`src/rtl/lcm_gcd_seq_if.sv`:
```
`default_nettype none
// ============================================================================
// Module   : lcm_gcd_seq_if
// Brief    : start/busy/done handshake bundle for the LCM/GCD coprocessor.
//            The cycle_cnt signal exists only with LCM_CYCLE_CNT_EN defined.
// Revision : 1.0 - initial release
// ============================================================================
interface lcm_gcd_seq_if #(
    parameter int WIDTH     = 16,
    parameter int CNT_WIDTH = 16
) ();

    logic             start;
    logic             mode;
    logic [WIDTH-1:0] A;
    logic [WIDTH-1:0] B;
    logic             busy;
    logic             done;
    logic             ovf;
    logic [WIDTH-1:0] LCM_out;

    // Rejects degenerate configurations at elaboration time.
    if (WIDTH < 2 || CNT_WIDTH < 1) begin : g_param_check
        $error("lcm_gcd_seq_if: WIDTH must be >= 2 and CNT_WIDTH >= 1");
    end

`ifdef LCM_CYCLE_CNT_EN
    logic [CNT_WIDTH-1:0] cycle_cnt;

    modport master (
        output start, mode, A, B,
        input  busy, done, ovf, LCM_out, cycle_cnt
    );

    modport slave (
        input  start, mode, A, B,
        output busy, done, ovf, LCM_out, cycle_cnt
    );
`else
    modport master (
        output start, mode, A, B,
        input  busy, done, ovf, LCM_out
    );

    modport slave (
        input  start, mode, A, B,
        output busy, done, ovf, LCM_out
    );
`endif

endinterface : lcm_gcd_seq_if
`default_nettype wire

```
`src/rtl/lcm_gcd_seq.sv`:
```
`default_nettype none
// ============================================================================
// Module   : lcm_gcd_seq
// Brief    : Iterative LCM/GCD coprocessor, one add/subtract step per clock,
//            with overflow and zero-operand handling. Optional macro
//            LCM_CYCLE_CNT_EN adds a saturating RUN-cycle counter output.
// Revision : 1.0 - initial release
// ============================================================================
module lcm_gcd_seq #(
    parameter int WIDTH     = 16,
    parameter int CNT_WIDTH = 16
) (
    input  wire logic     clk,
    input  wire logic     rst_n,
    lcm_gcd_seq_if.slave  bus
);

    typedef enum logic [0:0] {
        IDLE = 1'b0,
        RUN  = 1'b1
    } state_t;

    if (WIDTH < 2 || CNT_WIDTH < 1) begin : g_param_check
        $error("lcm_gcd_seq: WIDTH must be >= 2 and CNT_WIDTH >= 1");
    end

    state_t           r_state;
    logic             r_mode;
    logic [WIDTH:0]   r_x;
    logic [WIDTH:0]   r_y;
    logic [WIDTH-1:0] r_sa;
    logic [WIDTH-1:0] r_sb;
    logic [WIDTH-1:0] r_result;
    logic             r_busy;
    logic             r_done;
    logic             r_ovf;

`ifdef LCM_CYCLE_CNT_EN
    logic [CNT_WIDTH-1:0] r_cycle_cnt;
`endif

    logic             w_zero;
    logic [WIDTH-1:0] w_zero_res;
    logic             w_x_lt_y;
    logic             w_x_eq_y;
    logic [WIDTH:0]   w_sum;
    logic [WIDTH:0]   w_diff;

    // x and y stay below 2^WIDTH while running, so the WIDTH+1 bit sum
    // never wraps and its top bit is an exact overflow flag.
    always_comb begin
        w_zero     = (r_sa == '0) || (r_sb == '0);
        w_zero_res = '0;
        if (r_mode) begin
            w_zero_res = (r_sa == '0) ? r_sb : r_sa;
        end
        w_x_lt_y = (r_x < r_y);
        w_x_eq_y = (r_x == r_y);
        w_sum    = w_x_lt_y ? (r_x + {1'b0, r_sa}) : (r_y + {1'b0, r_sb});
        w_diff   = w_x_lt_y ? (r_y - r_x) : (r_x - r_y);
    end

    always_ff @(posedge clk) begin
        if (!rst_n) begin
            r_state  <= IDLE;
            r_mode   <= 1'b0;
            r_x      <= '0;
            r_y      <= '0;
            r_sa     <= '0;
            r_sb     <= '0;
            r_result <= '0;
            r_busy   <= 1'b0;
            r_done   <= 1'b0;
            r_ovf    <= 1'b0;
        end else begin
            r_done <= 1'b0;
            case (r_state)
                IDLE: begin
                    if (bus.start) begin
                        r_mode  <= bus.mode;
                        r_x     <= {1'b0, bus.A};
                        r_y     <= {1'b0, bus.B};
                        r_sa    <= bus.A;
                        r_sb    <= bus.B;
                        r_busy  <= 1'b1;
                        r_ovf   <= 1'b0;
                        r_state <= RUN;
                    end
                end
                RUN: begin
                    if (w_zero) begin
                        r_result <= w_zero_res;
                        r_done   <= 1'b1;
                        r_busy   <= 1'b0;
                        r_state  <= IDLE;
                    end else if (w_x_eq_y) begin
                        r_result <= r_x[WIDTH-1:0];
                        r_done   <= 1'b1;
                        r_busy   <= 1'b0;
                        r_state  <= IDLE;
                    end else if (!r_mode) begin
                        if (w_sum[WIDTH]) begin
                            r_result <= '0;
                            r_ovf    <= 1'b1;
                            r_done   <= 1'b1;
                            r_busy   <= 1'b0;
                            r_state  <= IDLE;
                        end else if (w_x_lt_y) begin
                            r_x <= w_sum;
                        end else begin
                            r_y <= w_sum;
                        end
                    end else if (w_x_lt_y) begin
                        r_y <= w_diff;
                    end else begin
                        r_x <= w_diff;
                    end
                end
                default: begin
                    r_state <= IDLE;
                    r_busy  <= 1'b0;
                end
            endcase
        end
    end

`ifdef LCM_CYCLE_CNT_EN
    // Counts every RUN edge including the finishing one; saturates.
    always_ff @(posedge clk) begin
        if (!rst_n) begin
            r_cycle_cnt <= '0;
        end else if (r_state == IDLE) begin
            if (bus.start) begin
                r_cycle_cnt <= '0;
            end
        end else if (r_cycle_cnt != {CNT_WIDTH{1'b1}}) begin
            r_cycle_cnt <= r_cycle_cnt + 1'b1;
        end
    end

    assign bus.cycle_cnt = r_cycle_cnt;
`endif

    assign bus.busy    = r_busy;
    assign bus.done    = r_done;
    assign bus.ovf     = r_ovf;
    assign bus.LCM_out = r_result;

endmodule : lcm_gcd_seq
`default_nettype wire

```
`src/flat_wrapper.sv`:
```
// flat-port wrapper written by rule: the top's interface ports become plain ports
module lcm_gcd_seq_flat 
#(
    parameter int WIDTH     = 16,
    parameter int CNT_WIDTH = 16
)
  (clk, rst_n, bus_start, bus_mode, bus_A, bus_B, bus_busy, bus_done, bus_ovf, bus_LCM_out);
  lcm_gcd_seq_if #(.WIDTH(WIDTH), .CNT_WIDTH(CNT_WIDTH)) bus_i ();
  input  wire logic clk;
  input  wire logic rst_n;
  input wire logic [$bits(bus_i.start)-1:0] bus_start;
  input wire logic [$bits(bus_i.mode)-1:0] bus_mode;
  input wire logic [$bits(bus_i.A)-1:0] bus_A;
  input wire logic [$bits(bus_i.B)-1:0] bus_B;
  output wire logic [$bits(bus_i.busy)-1:0] bus_busy;
  output wire logic [$bits(bus_i.done)-1:0] bus_done;
  output wire logic [$bits(bus_i.ovf)-1:0] bus_ovf;
  output wire logic [$bits(bus_i.LCM_out)-1:0] bus_LCM_out;
  assign bus_i.start = bus_start;
  assign bus_i.mode = bus_mode;
  assign bus_i.A = bus_A;
  assign bus_i.B = bus_B;
  assign bus_busy = bus_i.busy;
  assign bus_done = bus_i.done;
  assign bus_ovf = bus_i.ovf;
  assign bus_LCM_out = bus_i.LCM_out;
  lcm_gcd_seq #(.WIDTH(WIDTH), .CNT_WIDTH(CNT_WIDTH)) u_core (.clk(clk), .rst_n(rst_n), .bus(bus_i));
endmodule
```
`config.mk`:
```
export PLATFORM = sky130hd
export DESIGN_NAME = lcm_gcd_seq_flat
export DESIGN_NICKNAME = d
export VERILOG_FILES = /design/src/rtl/lcm_gcd_seq_if.sv /design/src/rtl/lcm_gcd_seq.sv /design/src/flat_wrapper.sv
export SDC_FILE = /design/constraint.sdc
export NUM_CORES = 1
export LEC_CHECK = 0
export ABC_AREA = 1
export CAP_MARGIN = 20
export CELL_PAD_IN_SITES_DETAIL_PLACEMENT = 1
export CELL_PAD_IN_SITES_GLOBAL_PLACEMENT = 1
export CORE_AREA = 2 2 125 157
export CTS_CLUSTER_DIAMETER = 60
export DETAILED_ROUTE_END_ITERATION = 10
export DIE_AREA = 0 0 127 159
export GPL_ROUTABILITY_DRIVEN = 0
export PLACE_DENSITY = 0.87
export SLEW_MARGIN = 5
export SYNTH_ARGS = -nofsm -noshare
export SYNTH_HDL_FRONTEND = slang
export SYNTH_SLANG_ARGS = --single-unit
```
`constraint.sdc`:
```
create_clock -name clk -period 4.8 [get_ports clk]
set_input_delay 0.96 -clock clk [delete_from_list [all_inputs] [get_ports clk]]
set_output_delay 0.96 -clock clk [all_outputs]
set_load 0.02 [all_outputs]
```
==> impl_metrics.csv <==
group,metric,value,unit
cells_and_area,drive_gt1_share,3.65,%
synth,synth_compound_area_share,9.03,%
floorplan,ios,55,
floorplan,dieArea,20200,µm²
placement,place_inst,1698,
routing,viasPerCell,5.68,
power,p_leak,5.02,nW
critical_path,crit_family,"simple AND/OR/NAND/NOR gates",
cts,ctsHoldBuffers,0,
global_routing,grt_max_degree,64,
synth,synthSimpleGateAreaFrac,45.3,%
global_routing,antenna_found_initial,0,
routing,drc,0,
routing,ant_nets,0,
cells_and_area,final_cells,1712,
cts,post_cts_buffers,0,
cells_and_area,fill_cells,2667,
timing,slew_headroom,33.0,%
synth,syn_area,8260,µm²
floorplan,fp.dieH,159,µm
floorplan,die_x,127,µm
critical_path,end_kind,"flip-flop",
cts,cts.reportedPaths.clkPinSlew,70,ps
timing,hold_violations,0,
placement,postPlaceCellArea,8980,µm²
routing,drt-pass1-iter-count,5,
cts,clk_path_buf_depth,2,
critical_path,crit_cells,15,
placement,dp_hpwl,27000,µm
cts,cts_buffers,9,
synth,syn_inst,1442,
cts,cts_sinks,87,
routing,wl,34600,µm
critical_path,cp_slowest_cell,"a21oi_4",
floorplan,start_util,44.3,%
timing,fmax,299,MHz
critical_path,worstPathRequired,5090,ps
cts,cts.htree.levels,3,
cts,cts_resized,0,
global_routing,grt_pass1_vias,10100,
routing,vias,9728,
timing,clock_skew,13.0,ps
critical_path,r2r_slack,1450,ps
critical_path,r2r_cells,15,
timing,worst_pin_slew,1000,ps
timing,post-route-period-util,69.7,%
cells_and_area,area_growth,13.0,%
cells_and_area,final_area,9330,µm²
synth,syn_nets,1547,
routing,drt_iter0_drc,781,
cells_and_area,layout.nets,1582,
critical_path,cp_max_fo,31,
critical_path,rr_startpoint,"u_core.r_y[2]$_SDFFE_PN0P_",
critical_path,cpPeakStageDelay,520,ps
critical_path,start_kind,"flip-flop",
synth,yosys-mux-area-fraction,0,%
status,status,"complete, no violations",
timing,final-setup-viol-count,0,
critical_path,r2r-end,"u_core.r_x[2]$_SDFFE_PN0P_",
cells_and_area,seq_area,1740,µm²
synth,synthAdderAreaFrac,10.8,%
timing,fin_tns_setup,0,ps
worst_hold_path,hp-class,"reg2reg",
timing,rsz0062_at_grt,"false",
global_routing,gr-usage-all-layers,34.0,%
timing,post-route-min-period,3350,ps
global_routing,grt_pass1_wl,53900,µm
cts,cts_root_buf,"clkbuf_16",
critical_path,cp_num_buf_inv,1,
floorplan,fp-row-count,56,
critical_path,path_cells,"inv_1, ha_1, nand2_1, nand2_1, nand2_1, nand2_1, nand2_1, nand3_4, a21oi_4, nand3_1, nand3_4, nand3_4, nand2_1, nand2_1, nor2_1",
timing,slew_violations,0,
synth,yosys_warnings,0,
synth,synth_cell_types,41,
routing,wl_per_cell,20.2,µm
critical_path,worstSetupPathType,"reg2reg",
cells_and_area,n_antenna_cell,0,
synth,synth_xor_area_share,1.91,%
flow_run,maxCapViolations,0,
power,vdd_drop_max,0.273,mV
placement,numPortBuffers,54,
cts,tritoncts,"built",
cells_and_area,multi_input_area,5540,µm²
critical_path,crit_path_frequent_cell,"nand2_1",
floorplan,core_area,18600,µm²
cts,clkLatencyLatePin,350,ps
global_routing,grt-ovfl-total,0,
synth,synth_top_family_by_area,"simple AND/OR/NAND/NOR gates",
critical_path,setup.worst_path.end,"u_core.r_x[2]$_SDFFE_PN0P_",
synth,syn_area_per_cell,5.73,µm²
power,power_density,726,nW/µm²
critical_path,startpoint,"u_core.r_y[2]$_SDFFE_PN0P_",
critical_path,crit_arrival,3640,ps
synth,ys_ff_latch,87,
synth,seq_area_frac_synth,21.1,%
routing by layer:
metal | part of all wire (%) | vias to the layer above | global-route usage [%]
met5 | 0 | - | 0
met4 | 5.1 | 0 | 15.9
met3 | 5.6 | 122 | 4.20
met2 | 48 | 354 | 59.4
met1 | 41 | 4663 | 41.4
li1 | - | 4589 | -
logic make-up after synthesis:
logic type | Yosys count
xor+xnor | 18
flops | 87
compound gates | 138
buf+inv | 251
simple gates | 879
fa+ha+maj | 69
stage by stage:
step | total power [mW] | hold slack (ps) | utilization, % | setup slack [ps]
after floorplan | 4.40 | 475 | - | 2520
after global placement | 5.56 | 442 | 48.1 | 1660
after detailed placement | 5.77 | 453 | 48.2 | 1540
after CTS | 6.68 | 463 | 50.1 | 1520
after global routing | 7.31 | 479 | 50.1 | 1250
final | 6.78 | 458 | 50.1 | 1450
worst reg2reg max path, delay by kind of cell, from the launching register on:
family	cells	cell delay, ps
fa+ha+maj	1	460
simple gates	12	1830
compound gates	1	520
flops	1	400
buf+inv	1	100
registers in the layout, summed over array words and instances (netlist names), 16 cells and up:
name and cells:
u_core.r_sb 16, u_core.bus.LCM_out 16, u_core.r_x 17, u_core.r_y 17, u_core.r_sa 16
worst min-delay path by stage:
stage,startpoint,to,cells after the start
after floorplan,u_core.r_sb[11]$_SDFFE_PN0P_,u_core.r_sb[11]$_SDFFE_PN0P_,2
after global placement,u_core.bus.LCM_out[3]$_SDFFE_PN0P_,u_core.bus.LCM_out[3]$_SDFFE_PN0P_,2
after detailed placement,u_core.bus.LCM_out[8]$_SDFFE_PN0P_,u_core.bus.LCM_out[8]$_SDFFE_PN0P_,2
after CTS,u_core.bus.LCM_out[8]$_SDFFE_PN0P_,u_core.bus.LCM_out[8]$_SDFFE_PN0P_,2
after global routing,u_core.bus.LCM_out[10]$_SDFFE_PN0P_,u_core.bus.LCM_out[10]$_SDFFE_PN0P_,2
final,u_core.bus.LCM_out[5]$_SDFFE_PN0P_,u_core.bus.LCM_out[5]$_SDFFE_PN0P_,2
power by group:
group	switching, mW	total (mW)	internal, mW
combinational	3.39	4.84	1.45
sequential	0.192	1.07	0.876
clock	0.310	0.867	0.557
total	3.90	6.78	2.88
layout make-up:
cell class                      instances  area share (%)
Multi-Input combinational cell       1104            59.4
Sequential cell                        87            18.7
Inverter                              214            8.61
Timing Repair Buffer                   61            6.52
Tap cell                              232            3.11
Clock buffer                           10            2.45
Clock inverter                          4            1.29
cell usage in the layout (no fill, tap or decap), drive strengths merged:
cell | Yosys | layout
nand3b | 4 | 4
a21o | 1 | 1
clkbuf | 19 | 10
ha | 65 | 65
xnor2 | 4 | 4
a31oi | 1 | 1
dfxtp | 87 | 87
nor4 | 2 | 2
inv | 213 | 213
nand4 | 23 | 23
nor3 | 14 | 14
and2 | 3 | 3
nor2 | 132 | 132
buf | 18 | 8
a21oi | 63 | 63
o21bai | 5 | 5
o31ai | 1 | 1
fa | 4 | 4
clkinv | 1 | 1
clkdlybuf4s50 | 0 | 53
a22oi | 6 | 6
nand3 | 148 | 148
o21ai | 61 | 61
bufinv | 0 | 4
xor2 | 14 | 14
and3 | 2 | 2
or2 | 4 | 4
nand2 | 547 | 547
Yosys cell counts, drive strengths merged:
cell type	number	share of area, %
clkinv	1	0.045
a22oi	6	0.55
nand3b	4	0.36
buf	18	1.3
and3	2	0.15
nand4	23	1.7
a21oi	63	4.0
nor2	132	6.4
fa	4	0.97
or2	4	0.30
and2	3	0.24
a21o	1	0.091
o21bai	5	0.45
nand2	547	25
o31ai	1	0.091
a31oi	1	0.15
xor2	14	1.5
o21ai	61	3.7
nor4	2	0.15
inv	213	9.7
dfxtp	87	21
nand3	148	9.7
clkbuf	19	0.86
ha	65	9.8
nor3	14	0.98
xnor2	4	0.42
(Power assumes the default switching activity.)
